<file path="src/rtl/motor_bridge_pkg.sv">
// Shared state encoding, register offsets and register bit positions for motor_bridge_ctrl.
// Definitions only: no latency and no backpressure.
package motor_bridge_pkg;

  typedef enum logic [2:0] {
    ST_COAST = 3'd0,
    ST_DRIVE = 3'd1,
    ST_BRAKE = 3'd2,
    ST_DEAD  = 3'd3,
    ST_FAULT = 3'd4
  } bridgeState_t;

  // Register offsets, decoded from bus_addr[3:2]
  localparam logic [1:0] REG_CTRL     = 2'd0;
  localparam logic [1:0] REG_DEADTIME = 2'd1;
  localparam logic [1:0] REG_STATUS   = 2'd2;
  localparam logic [1:0] REG_REVCOUNT = 2'd3;

  localparam int CTRL_ENABLE      = 0;
  localparam int CTRL_BRAKE       = 1;
  localparam int CTRL_USE_BUS_DIR = 2;
  localparam int CTRL_BUS_DIR     = 3;
  localparam int CTRL_IRQ_EN      = 4;

  localparam int STATUS_FAULT_LATCHED = 3;
  localparam int STATUS_FAULT_SYNC    = 4;
  localparam int STATUS_CUR_DIR       = 5;

endpackage

</file>
<file path="src/rtl/motor_bridge_ctrl_sync.sv">
// bridge_sync: two-flop synchronizer that resets to 0.
// Latency is 2 pclk cycles and there is no backpressure.
module bridge_sync (
  input  logic pclk,
  input  logic nreset,
  input  logic asyncIn,
  output logic syncOut
);

  logic metaFlop;

  always_ff @(posedge pclk or negedge nreset) begin
    if (!nreset) begin
      metaFlop <= 1'b0;
      syncOut  <= 1'b0;
    end else begin
      metaFlop <= asyncIn;
      syncOut  <= metaFlop;
    end
  end

endmodule

</file>
<file path="src/rtl/motor_bridge_ctrl.sv">
// H-bridge driver with dead-time on reversal and brake, fault latching, and a register-mapped control interface.
// Outputs are 1 cycle after state/pwm_in, read data is 1 cycle after bus_read_en, and there is no backpressure.
module motor_bridge_ctrl
  import motor_bridge_pkg::*;
#(
  parameter int DT_WIDTH = 16,
  parameter int DT_RESET = 50
) (
  input  logic        pclk,
  input  logic        nreset,
  input  logic        bus_write_en,
  input  logic        bus_read_en,
  input  logic [7:0]  bus_addr,
  input  logic [31:0] bus_write_data,
  output logic [31:0] bus_read_data,
  input  logic        pwm_in,
  input  logic        dir_in,
  input  logic        fault_n,
  output logic        hb_in1,
  output logic        hb_in2,
  output logic        hb_en,
  output logic        fault_irq
);

  logic [4:0]          ctrlReg;
  logic [DT_WIDTH-1:0] deadTime;
  logic [15:0]         revCount;
  logic                faultLatched;
  logic                faultSync;

  bridgeState_t        state, stateNext;
  logic                curDir, curDirNext;
  logic [DT_WIDTH-1:0] dtCnt, dtCntNext;
  logic                deadToBrake, deadToBrakeNext;
  logic                revInc;

  logic enable, brake, effDir;
  logic wrCtrl, wrDeadTime, wrStatus, wrRevCount, rdStrobe;
  logic [31:0] statusWord, readMux;
  logic unusedBits;

  assign unusedBits = ^{bus_addr[7:4], bus_addr[1:0], bus_write_data[31:DT_WIDTH]};

  bridge_sync uFaultSync (
    .pclk    (pclk),
    .nreset  (nreset),
    .asyncIn (~fault_n),
    .syncOut (faultSync)
  );

  assign enable = ctrlReg[CTRL_ENABLE];
  assign brake  = ctrlReg[CTRL_BRAKE];
  assign effDir = ctrlReg[CTRL_USE_BUS_DIR] ? ctrlReg[CTRL_BUS_DIR] : dir_in;

  assign wrCtrl     = bus_write_en && (bus_addr[3:2] == REG_CTRL);
  assign wrDeadTime = bus_write_en && (bus_addr[3:2] == REG_DEADTIME);
  assign wrStatus   = bus_write_en && (bus_addr[3:2] == REG_STATUS);
  assign wrRevCount = bus_write_en && (bus_addr[3:2] == REG_REVCOUNT);
  assign rdStrobe   = bus_read_en && !bus_write_en;

  always_ff @(posedge pclk or negedge nreset) begin
    if (!nreset) begin
      state       <= ST_COAST;
      curDir      <= 1'b0;
      dtCnt       <= '0;
      deadToBrake <= 1'b0;
    end else begin
      state       <= stateNext;
      curDir      <= curDirNext;
      dtCnt       <= dtCntNext;
      deadToBrake <= deadToBrakeNext;
    end
  end

  // Priority: fault > ~enable > brake > direction change
  always_comb begin
    stateNext       = state;
    curDirNext      = curDir;
    dtCntNext       = dtCnt;
    deadToBrakeNext = deadToBrake;
    revInc          = 1'b0;
    if (faultSync) begin
      stateNext = ST_FAULT;
    end else begin
      case (state)
        ST_COAST: begin
          if (enable && brake) begin
            stateNext       = ST_DEAD;
            deadToBrakeNext = 1'b1;
            dtCntNext       = deadTime;
          end else if (enable) begin
            stateNext  = ST_DRIVE;
            curDirNext = effDir;
          end
        end
        ST_DRIVE: begin
          if (!enable) begin
            stateNext = ST_COAST;
          end else if (brake) begin
            stateNext       = ST_DEAD;
            deadToBrakeNext = 1'b1;
            dtCntNext       = deadTime;
          end else if (effDir != curDir) begin
            stateNext       = ST_DEAD;
            deadToBrakeNext = 1'b0;
            dtCntNext       = deadTime;
          end
        end
        ST_BRAKE: begin
          if (!enable) begin
            stateNext = ST_COAST;
          end else if (!brake) begin
            stateNext       = ST_DEAD;
            deadToBrakeNext = 1'b0;
            dtCntNext       = deadTime;
          end
        end
        ST_DEAD: begin
          if (!enable) begin
            stateNext = ST_COAST;
          end else begin
            // Brake during a reversal retargets without restarting the count
            if (brake) deadToBrakeNext = 1'b1;
            if (dtCnt == '0) begin
              if (brake || deadToBrake) begin
                stateNext = ST_BRAKE;
              end else begin
                stateNext  = ST_DRIVE;
                curDirNext = effDir;
                revInc     = (effDir != curDir);
              end
            end else begin
              dtCntNext = dtCnt - DT_WIDTH'(1);
            end
          end
        end
        ST_FAULT: begin
          if (!faultLatched) stateNext = ST_COAST;
        end
        default: stateNext = ST_COAST;
      endcase
    end
  end

  always_ff @(posedge pclk or negedge nreset) begin
    if (!nreset) begin
      ctrlReg       <= '0;
      deadTime      <= DT_WIDTH'(DT_RESET);
      revCount      <= '0;
      faultLatched  <= 1'b0;
      bus_read_data <= '0;
      fault_irq     <= 1'b0;
    end else begin
      if (wrCtrl) ctrlReg <= bus_write_data[4:0];
      if (wrDeadTime) deadTime <= bus_write_data[DT_WIDTH-1:0];
      if (wrRevCount) revCount <= '0;
      else if (revInc) revCount <= revCount + 16'd1;
      // A clear while the fault persists is re-latched on the following cycle
      if (wrStatus && bus_write_data[STATUS_FAULT_LATCHED]) faultLatched <= 1'b0;
      else if (faultSync) faultLatched <= 1'b1;
      if (rdStrobe) bus_read_data <= readMux;
      fault_irq <= faultLatched & ctrlReg[CTRL_IRQ_EN];
    end
  end

  always_comb begin
    statusWord                       = '0;
    statusWord[2:0]                  = state;
    statusWord[STATUS_FAULT_LATCHED] = faultLatched;
    statusWord[STATUS_FAULT_SYNC]    = faultSync;
    statusWord[STATUS_CUR_DIR]       = curDir;
  end

  always_comb begin
    readMux = '0;
    case (bus_addr[3:2])
      REG_CTRL:     readMux = {27'd0, ctrlReg};
      REG_DEADTIME: readMux = {{(32-DT_WIDTH){1'b0}}, deadTime};
      REG_STATUS:   readMux = statusWord;
      REG_REVCOUNT: readMux = {16'd0, revCount};
      default:      readMux = '0;
    endcase
  end

  always_ff @(posedge pclk or negedge nreset) begin
    if (!nreset) begin
      hb_in1 <= 1'b0;
      hb_in2 <= 1'b0;
      hb_en  <= 1'b0;
    end else begin
      case (state)
        ST_DRIVE: begin
          hb_in1 <= curDir ? 1'b0 : pwm_in;
          hb_in2 <= curDir ? pwm_in : 1'b0;
          hb_en  <= 1'b1;
        end
        ST_BRAKE: begin
          hb_in1 <= 1'b1;
          hb_in2 <= 1'b1;
          hb_en  <= 1'b1;
        end
        default: begin
          hb_in1 <= 1'b0;
          hb_in2 <= 1'b0;
          hb_en  <= 1'b0;
        end
      endcase
    end
  end

endmodule
</file>
<file path="config.mk">
export PLATFORM = sky130hd
export DESIGN_NAME = motor_bridge_ctrl
export DESIGN_NICKNAME = d
export VERILOG_FILES = /design/src/rtl/motor_bridge_pkg.sv /design/src/rtl/motor_bridge_ctrl_sync.sv /design/src/rtl/motor_bridge_ctrl.sv
export SDC_FILE = /design/constraint.sdc
export NUM_CORES = 1
export LEC_CHECK = 0
export CELL_PAD_IN_SITES_DETAIL_PLACEMENT = 0
export CELL_PAD_IN_SITES_GLOBAL_PLACEMENT = 1
export CORE_MARGIN = 3
export CORE_UTILIZATION = 40
export CTS_BUF_LIST = sky130_fd_sc_hd__clkbuf_4 sky130_fd_sc_hd__clkbuf_8
export DETAILED_ROUTE_END_ITERATION = 10
export PLACE_DENSITY = 0.84
export SETUP_SLACK_MARGIN = 0.15
export SLEW_MARGIN = 20
export SYNTH_ARGS = -nofsm -noshare
export SYNTH_HDL_FRONTEND = slang
export SYNTH_SLANG_ARGS = --single-unit
</file>
<file path="constraint.sdc">
create_clock -name pclk -period 7.6 [get_ports pclk]
set_input_delay 1.9 -clock pclk [delete_from_list [all_inputs] [get_ports pclk]]
set_output_delay 1.9 -clock pclk [all_outputs]
set_load 0.05 [all_outputs]
</file>
==> results.py, run 1 <==
metrics = {
    "clock_network": {
        "cts_resized": 0,
        "numCtsBuffers": 9,
        "post_cts_setup_buffer_count": 0,
        "worstSkewPairLatency_ps": 360,
        "root_buffer": "clkbuf_8",
        "max_h_tree_level": 3,
        "cts_tree": "done",
        "clock_sinks": 81,
        "cts-root-to-sink-buffers": 2,
        "clkTransAtPathRegs_ps": 90,
        "cts_hold_buffers": 0,
    },
    "die": {
        "die_h_microns": 111.6,
        "fp.dieArea_sq_um": 12450,
        "chipWidth_microns": 111.6,
        "placement_rows": 37,
        "core-area_sq_um": 10600,
        "start_util": 0.4205,
        "num_io_pins": 83,
    },
    "routing": {
        "drt_first_pass_iters": 5,
        "routed_wire_length_per_instance_microns": 17.43,
        "routed-via-count": 3505,
        "detail_route.vias_per_cell": 5.626,
        "antenna_left": 0,
        "drt_wl_total_microns": 10860,
        "post-route-drc-count": 0,
        "detail_route.iter0.violations": 259,
    },
    "synth": {
        "yosys_register_bits": 81,
        "synth-edff-count": 0,
        "mappedNetlistArea_sq_um": 4458,
        "synthesis.instances": 457,
        "yosysUniqueCellTypes": 53,
        "ys_seq_area_frac": 0.4555,
        "synthFlopType": "dfrtp_1",
        "syn_area_per_cell_sq_um": 9.755,
        "synth_warnings": 0,
        "asyncSetResetFlopFracSynth": 1.000,
    },
    "timing": {
        "timing.clock.skew_ps": 12.69,
        "setup_viol_count_final": 0,
        "post-route-period-util": 0.5051,
        "rsz0062_at_grt": "false",
        "final_hold_viol_count": 0,
        "totalNegativeSetupSlack_ps": 0,
        "highest_clock_rate_ghz": 0.2605,
        "min_period_ps": 3838,
        "maxSlewHeadroom": 0.3179,
        "worstMarginPinSlew_ps": 1019,
        "slew_viol_final": 0,
    },
    "placed_design": {
        "detailed_place.area_sq_um": 4897,
        "routability_cong": 0.8323,
        "place.detailed.hpwl_microns": 7353,
        "io_buffers": 44,
        "numPlacedInstances": 607,
    },
    "outcome": {
        "status": "completed",
    },
    "finish": {
        "finalNetCount": 531,
        "instances_no_fill": 623,
        "most-common-layout-cells": "dfrtp_1, nor2_1, clkdlybuf4s50_1, nand2_1",
        "finish.utilization": 0.4793,
        "layout-drive-gt1-share": 0.1314,
        "synthToLayoutAreaGrowth_pct": 13.98,
        "antenna_cells_inserted": 0,
        "finish.instance_area_sq_um": 5081,
        "mostFrequentLayoutCell": "dfrtp_1",
        "final.fill_count": 998,
    },
    "pwr": {
        "worst_vdd_ir_v": 0.0001233,
        "leakagePower_uw": 0.002209,
        "power_dens_cells_nw_per_um2": 245.8,
        "final_power_uw": 1249,
    },
    "setup_path": {
        "cp-start-kind": "primary input",
        "cp_data_arrival_time_ps": 4070,
        "worstSetupPathType": "in2reg",
        "critical_path_required_ps": 7840,
        "crit_path_max_fanout": 16,
        "critPathCaptureType": "flip-flop",
    },
    "global_routing": {
        "grt_pass1_vias": 3344,
        "antenna_found_initial": 0,
        "grt_first_pass_wirelength_microns": 17870,
        "grt_max_degree": 82,
        "globalRouteOverflowTotal": 0,
        "grt_usage": 0.1770,
    },
    "min_path": {
        "min-delay-path-class": "reg2reg",
    },
    "job": {
        "maxCapViolations": 0,
    },
}
path summary, 6_finish.rpt:
| kind | slack [ps] | start | cells past startpoint | to |
|---|---|---|---|---|
| max | 3760 | bus_addr[2] | 3 | deadTime[3] |
| min | 370 | uFaultSync.metaFlop | 0 | uFaultSync.syncOut |
| max reg2reg | 4800 | dtCnt[0] | 7 | dtCnt[2] |
| min reg2reg | 370 | uFaultSync.metaFlop | 0 | uFaultSync.syncOut |
| max in group asynchronous | 5490 | nreset | 1 | ctrlReg[1] |
| min in group asynchronous | 1550 | nreset | 1 | uFaultSync.metaFlop |
logic make-up after synthesis:
| kind of cell | share of synthesized area |
|---|---|
| XOR/XNOR | 0.003930 |
| adder cells (fa/ha/maj) | 0.007858 |
| buffers and inverters | 0.06315 |
| AO/OA/AOI/OAI | 0.1196 |
| AND/OR/NAND/NOR | 0.1998 |
| other | 0.0008412 |
| multiplexers | 0.1493 |
| flip-flops | 0.4555 |
state kept, by name, indices dropped and copies added (netlist names):
register	cells
bus_read_data	16
curDir	1
ctrlReg	5
revCount	16
deadToBrake	1
hb_in1	1
faultLatched	1
uFaultSync.syncOut	1
uFaultSync.metaFlop	1
deadTime	16
state	3
fault_irq	1
hb_in2	1
dtCnt	16
hb_en	1
worst max-delay path, stage by stage:
cell and delay (ps):
clkdlybuf4s50_1 860, nand3b_1 780, mux2_2 530
metrics by stage:
step | worst slack [ps] | hold slack [ps]
after CTS | 3270 | 376.1
after detailed placement | 2884 | 354.7
after floorplan | 4056 | 331.2
after global routing | 3533 | 372.9
after global placement | 2939 | 347.9
final | 3762 | 366.7
area by class of cell:
cell class / instances / area (sq um) / share of cell area
clock buffer: 11 / 145.1 / 0.02856
clock inverter: 5 / 40.04 / 0.007880
timing repair buffer: 46 / 451.7 / 0.08889
tap: 136 / 170.2 / 0.03349
sequential: 81 / 2031 / 0.3997
multi-input combinational: 336 / 2213 / 0.4356
inverter: 8 / 30.03 / 0.005910
metal layers:
| layer | track usage | wire length [microns] | vias up |
|---|---|---|---|
| met1 | 0.2566 | 5135 | 1729 |
| met3 | 0.03424 | 521 | 13 |
| met4 | 0.05434 | 158 | 0 |
| met5 | 0 | 0 | - |
| met2 | 0.2694 | 5043 | 110 |
| li1 | - | - | 1653 |
report_power, final:
group	switching (uW)	internal (uW)
clock network	168	133
registers	84.8	512
logic	212	139
Yosys cell counts (all sizes together) (2+ instances only):
cell | count | area, sq um
mux2i | 26 | 260.3
nor2 | 44 | 165.2
nand3b | 2 | 15.01
a31oi | 8 | 50.05
or3 | 4 | 25.02
inv | 8 | 30.03
nor4 | 6 | 37.54
nand2 | 39 | 146.4
o21ai | 26 | 130.1
nor3 | 17 | 85.08
o31ai | 10 | 75.07
buf | 23 | 161.4
nand3 | 11 | 55.05
mux4 | 5 | 112.6
or4 | 3 | 26.27
nor4b | 2 | 17.52
a22oi | 3 | 22.52
nand2b | 16 | 100.1
a21oi | 20 | 111.4
ha | 2 | 25.02
dfstp | 3 | 78.83
or2 | 3 | 21.27
xnor2 | 2 | 17.52
and2 | 5 | 31.28
and4 | 2 | 17.52
mux2 | 26 | 292.8
clkbuf | 24 | 90.09
o22a | 5 | 43.79
nand4 | 6 | 37.54
a41o | 3 | 30.03
nor3b | 3 | 22.52
nor2b | 3 | 18.77
dfrtp | 78 | 1952
a2bb2oi | 2 | 17.52
and3 | 5 | 31.28
(Power assumes the default switching activity.)
==> run 2: changes to the inputs <==
--- a/config.mk
+++ b/config.mk
@@ -8,10 +8,10 @@
 export CELL_PAD_IN_SITES_DETAIL_PLACEMENT = 0
 export CELL_PAD_IN_SITES_GLOBAL_PLACEMENT = 1
 export CORE_MARGIN = 3
-export CORE_UTILIZATION = 40
+export CORE_UTILIZATION = 38
 export CTS_BUF_LIST = sky130_fd_sc_hd__clkbuf_4 sky130_fd_sc_hd__clkbuf_8
 export DETAILED_ROUTE_END_ITERATION = 10
-export PLACE_DENSITY = 0.84
+export PLACE_DENSITY = 0.83
 export SETUP_SLACK_MARGIN = 0.15
 export SLEW_MARGIN = 20
 export SYNTH_ARGS = -nofsm -noshare
==> constraint.sdc (replaced) <==
create_clock -name pclk -period 3.1 [get_ports pclk]
set_input_delay 0.775 -clock pclk [delete_from_list [all_inputs] [get_ports pclk]]
set_output_delay 0.775 -clock pclk [all_outputs]
set_load 0.05 [all_outputs]
==> results.py, run 2 (synthesis gave the netlist of run 1 again) <==
metrics = {
    "setup_path": {
        "crit_start": "dtCnt[0]",
        "worstSetupEndpoint": "dtCnt[7]",
        "chain_of_cells_forming_the_critical_path": "inv_1 -> ha_1 -> or4b_2 -> or4_4 -> a21oi_4 -> buf_4 -> nor3_1 -> o22a_1",
        "rr_startpoint": "dtCnt[0]",
        "slowest_delay_ps": 620,
        "reg2reg_setup_slack_ps": 390,
        "worstSetupPathType": "reg2reg",
        "critPathCaptureType": "flip-flop",
        "critPathSlowestCell": "or4b_2",
        "worst_r2r_path_depth": 8,
        "crit-reg2reg-capture": "dtCnt[7]",
        "cp-start-kind": "flip-flop",
        "critical_path_required_ps": 3350,
        "cp_data_arrival_time_ps": 2970,
        "crit_path_max_fanout": 12,
    },
    "finish": {
        "most-common-layout-cells": "dfrtp_1, nor2_1, clkdlybuf4s50_1, nand2_1",
        "mostFrequentLayoutCell": "dfrtp_1",
        "antenna_cells_inserted": 0,
        "finalNetCount": 540,
        "synthToLayoutAreaGrowth_pct": 16.70,
        "layout-drive-gt1-share": 0.1452,
        "finish.utilization": 0.4676,
        "final.fill_count": 1085,
    },
    "routing": {
        "routed_wire_length_per_instance_microns": 16.72,
        "drt_wl_total_microns": 10630,
        "detail_route.vias_per_cell": 5.516,
        "detail_route.iter0.violations": 336,
        "antenna_left": 0,
        "routed-via-count": 3508,
        "post-route-drc-count": 0,
        "drt_first_pass_iters": 5,
    },
    "clock_network": {
        "max_h_tree_level": 3,
        "cts_tree": "done",
        "cts_hold_buffers": 0,
        "clock_sinks": 81,
        "clkTransAtPathRegs_ps": 90,
        "cts_resized": 0,
        "worstSkewPairLatency_ps": 360,
        "cts-root-to-sink-buffers": 2,
        "numCtsBuffers": 9,
        "post_cts_setup_buffer_count": 0,
        "root_buffer": "clkbuf_8",
    },
    "timing": {
        "maxSlewHeadroom": 0.5010,
        "post-route-period-util": 0.8749,
        "final_hold_viol_count": 0,
        "worstMarginPinSlew_ps": 748.6,
        "rsz0062_at_grt": "false",
        "totalNegativeSetupSlack_ps": 0,
        "timing.clock.skew_ps": 10.92,
        "finalHoldWorstSlack_ps": 363.5,
        "setup_viol_count_final": 0,
        "slew_viol_final": 0,
        "highest_clock_rate_ghz": 0.3687,
        "min_period_ps": 2712,
    },
    "die": {
        "placement_rows": 38,
        "fp.dieArea_sq_um": 13070,
        "core-area_sq_um": 11130,
        "chipWidth_microns": 114.3,
        "start_util": 0.4007,
        "die_h_microns": 114.3,
        "num_io_pins": 83,
    },
    "pwr": {
        "power_dens_cells_nw_per_um2": 614.5,
        "worst_vdd_ir_v": 0.0004426,
        "leakagePower_uw": 0.002282,
    },
    "global_routing": {
        "globalRouteOverflowTotal": 0,
        "grt_pass1_vias": 3366,
        "grt_first_pass_wirelength_microns": 17510,
        "antenna_found_initial": 0,
        "grt_max_degree": 82,
        "grt_usage": 0.1677,
    },
    "outcome": {
        "status": "completed",
    },
    "placed_design": {
        "place.detailed.hpwl_microns": 7395,
        "io_buffers": 44,
        "routability_cong": 0.8176,
    },
    "job": {
        "maxCapViolations": 0,
    },
    "min_path": {
        "min-delay-path-class": "reg2reg",
    },
}
## run 2: cell count changes in the layout (fill, tap and decap cells not counted), sizes merged
cell and delta:
buf +8, bufinv +2, clkinvlp -2, clkdlybuf4s50 +1, clkinv +1, inv -1
## run 2: area by class of cell
class                      instances  area, sq um  area share
multi-input combinational        336         2213      0.4254
sequential                        81         2031      0.3903
timing repair buffer              55        524.3      0.1008
tap                              140        175.2     0.03367
clock buffer                      11        151.4     0.02910
clock inverter                     5        77.57     0.01491
inverter                           8        30.03    0.005772
## run 2: power breakdown
group / total (uW) / internal [uW] / switching, uW
clock: 878 / 495 / 383
combinational: 863 / 346 / 517
sequential: 1460 / 1260 / 200
## run 2: through the flow
| stage | setup WS (ps) | instances | cell area, sq um | total power (uW) |
|---|---|---|---|---|
| floorplan | 681.0 | 472 | 4514 | 2058 |
| global placement | 311.4 | 620 | 4970 | 2305 |
| detailed placement | 335.0 | 620 | 4970 | 2330 |
| CTS | 400.7 | 636 | 5199 | 3227 |
| global route | 268.2 | 636 | 5202 | 3387 |
| finish | 387.9 | 636 | 5202 | 3197 |
## run 2: worst max-delay path: cells and delay by family, from the launching register on
kind | cells | cell delay, ps
simple gates | 3 | 1140
compound gates | 2 | 560
flops | 1 | 430
buf+inv | 2 | 300
fa+ha+maj | 1 | 180
## run 2: worst min-delay path by stage
stage	endpoint	slack, ps	cells past startpoint	from
2_1_floorplan	uFaultSync.syncOut	330	0	uFaultSync.metaFlop
3_5_place_dp	uFaultSync.syncOut	340	0	uFaultSync.metaFlop
6_report	uFaultSync.syncOut	360	0	uFaultSync.metaFlop
5_1_grt	uFaultSync.syncOut	380	0	uFaultSync.metaFlop
4_1_cts	uFaultSync.syncOut	370	0	uFaultSync.metaFlop
3_3_place_gp	uFaultSync.syncOut	350	0	uFaultSync.metaFlop
## run 2: per-layer routing
| metal | global-route usage | part of all wire |
|---|---|---|
| met1 | 0.2416 | 0.48 |
| met2 | 0.2564 | 0.46 |
| met3 | 0.03911 | 0.047 |
| met5 | 0 | 0 |
| met4 | 0.04117 | 0.0096 |
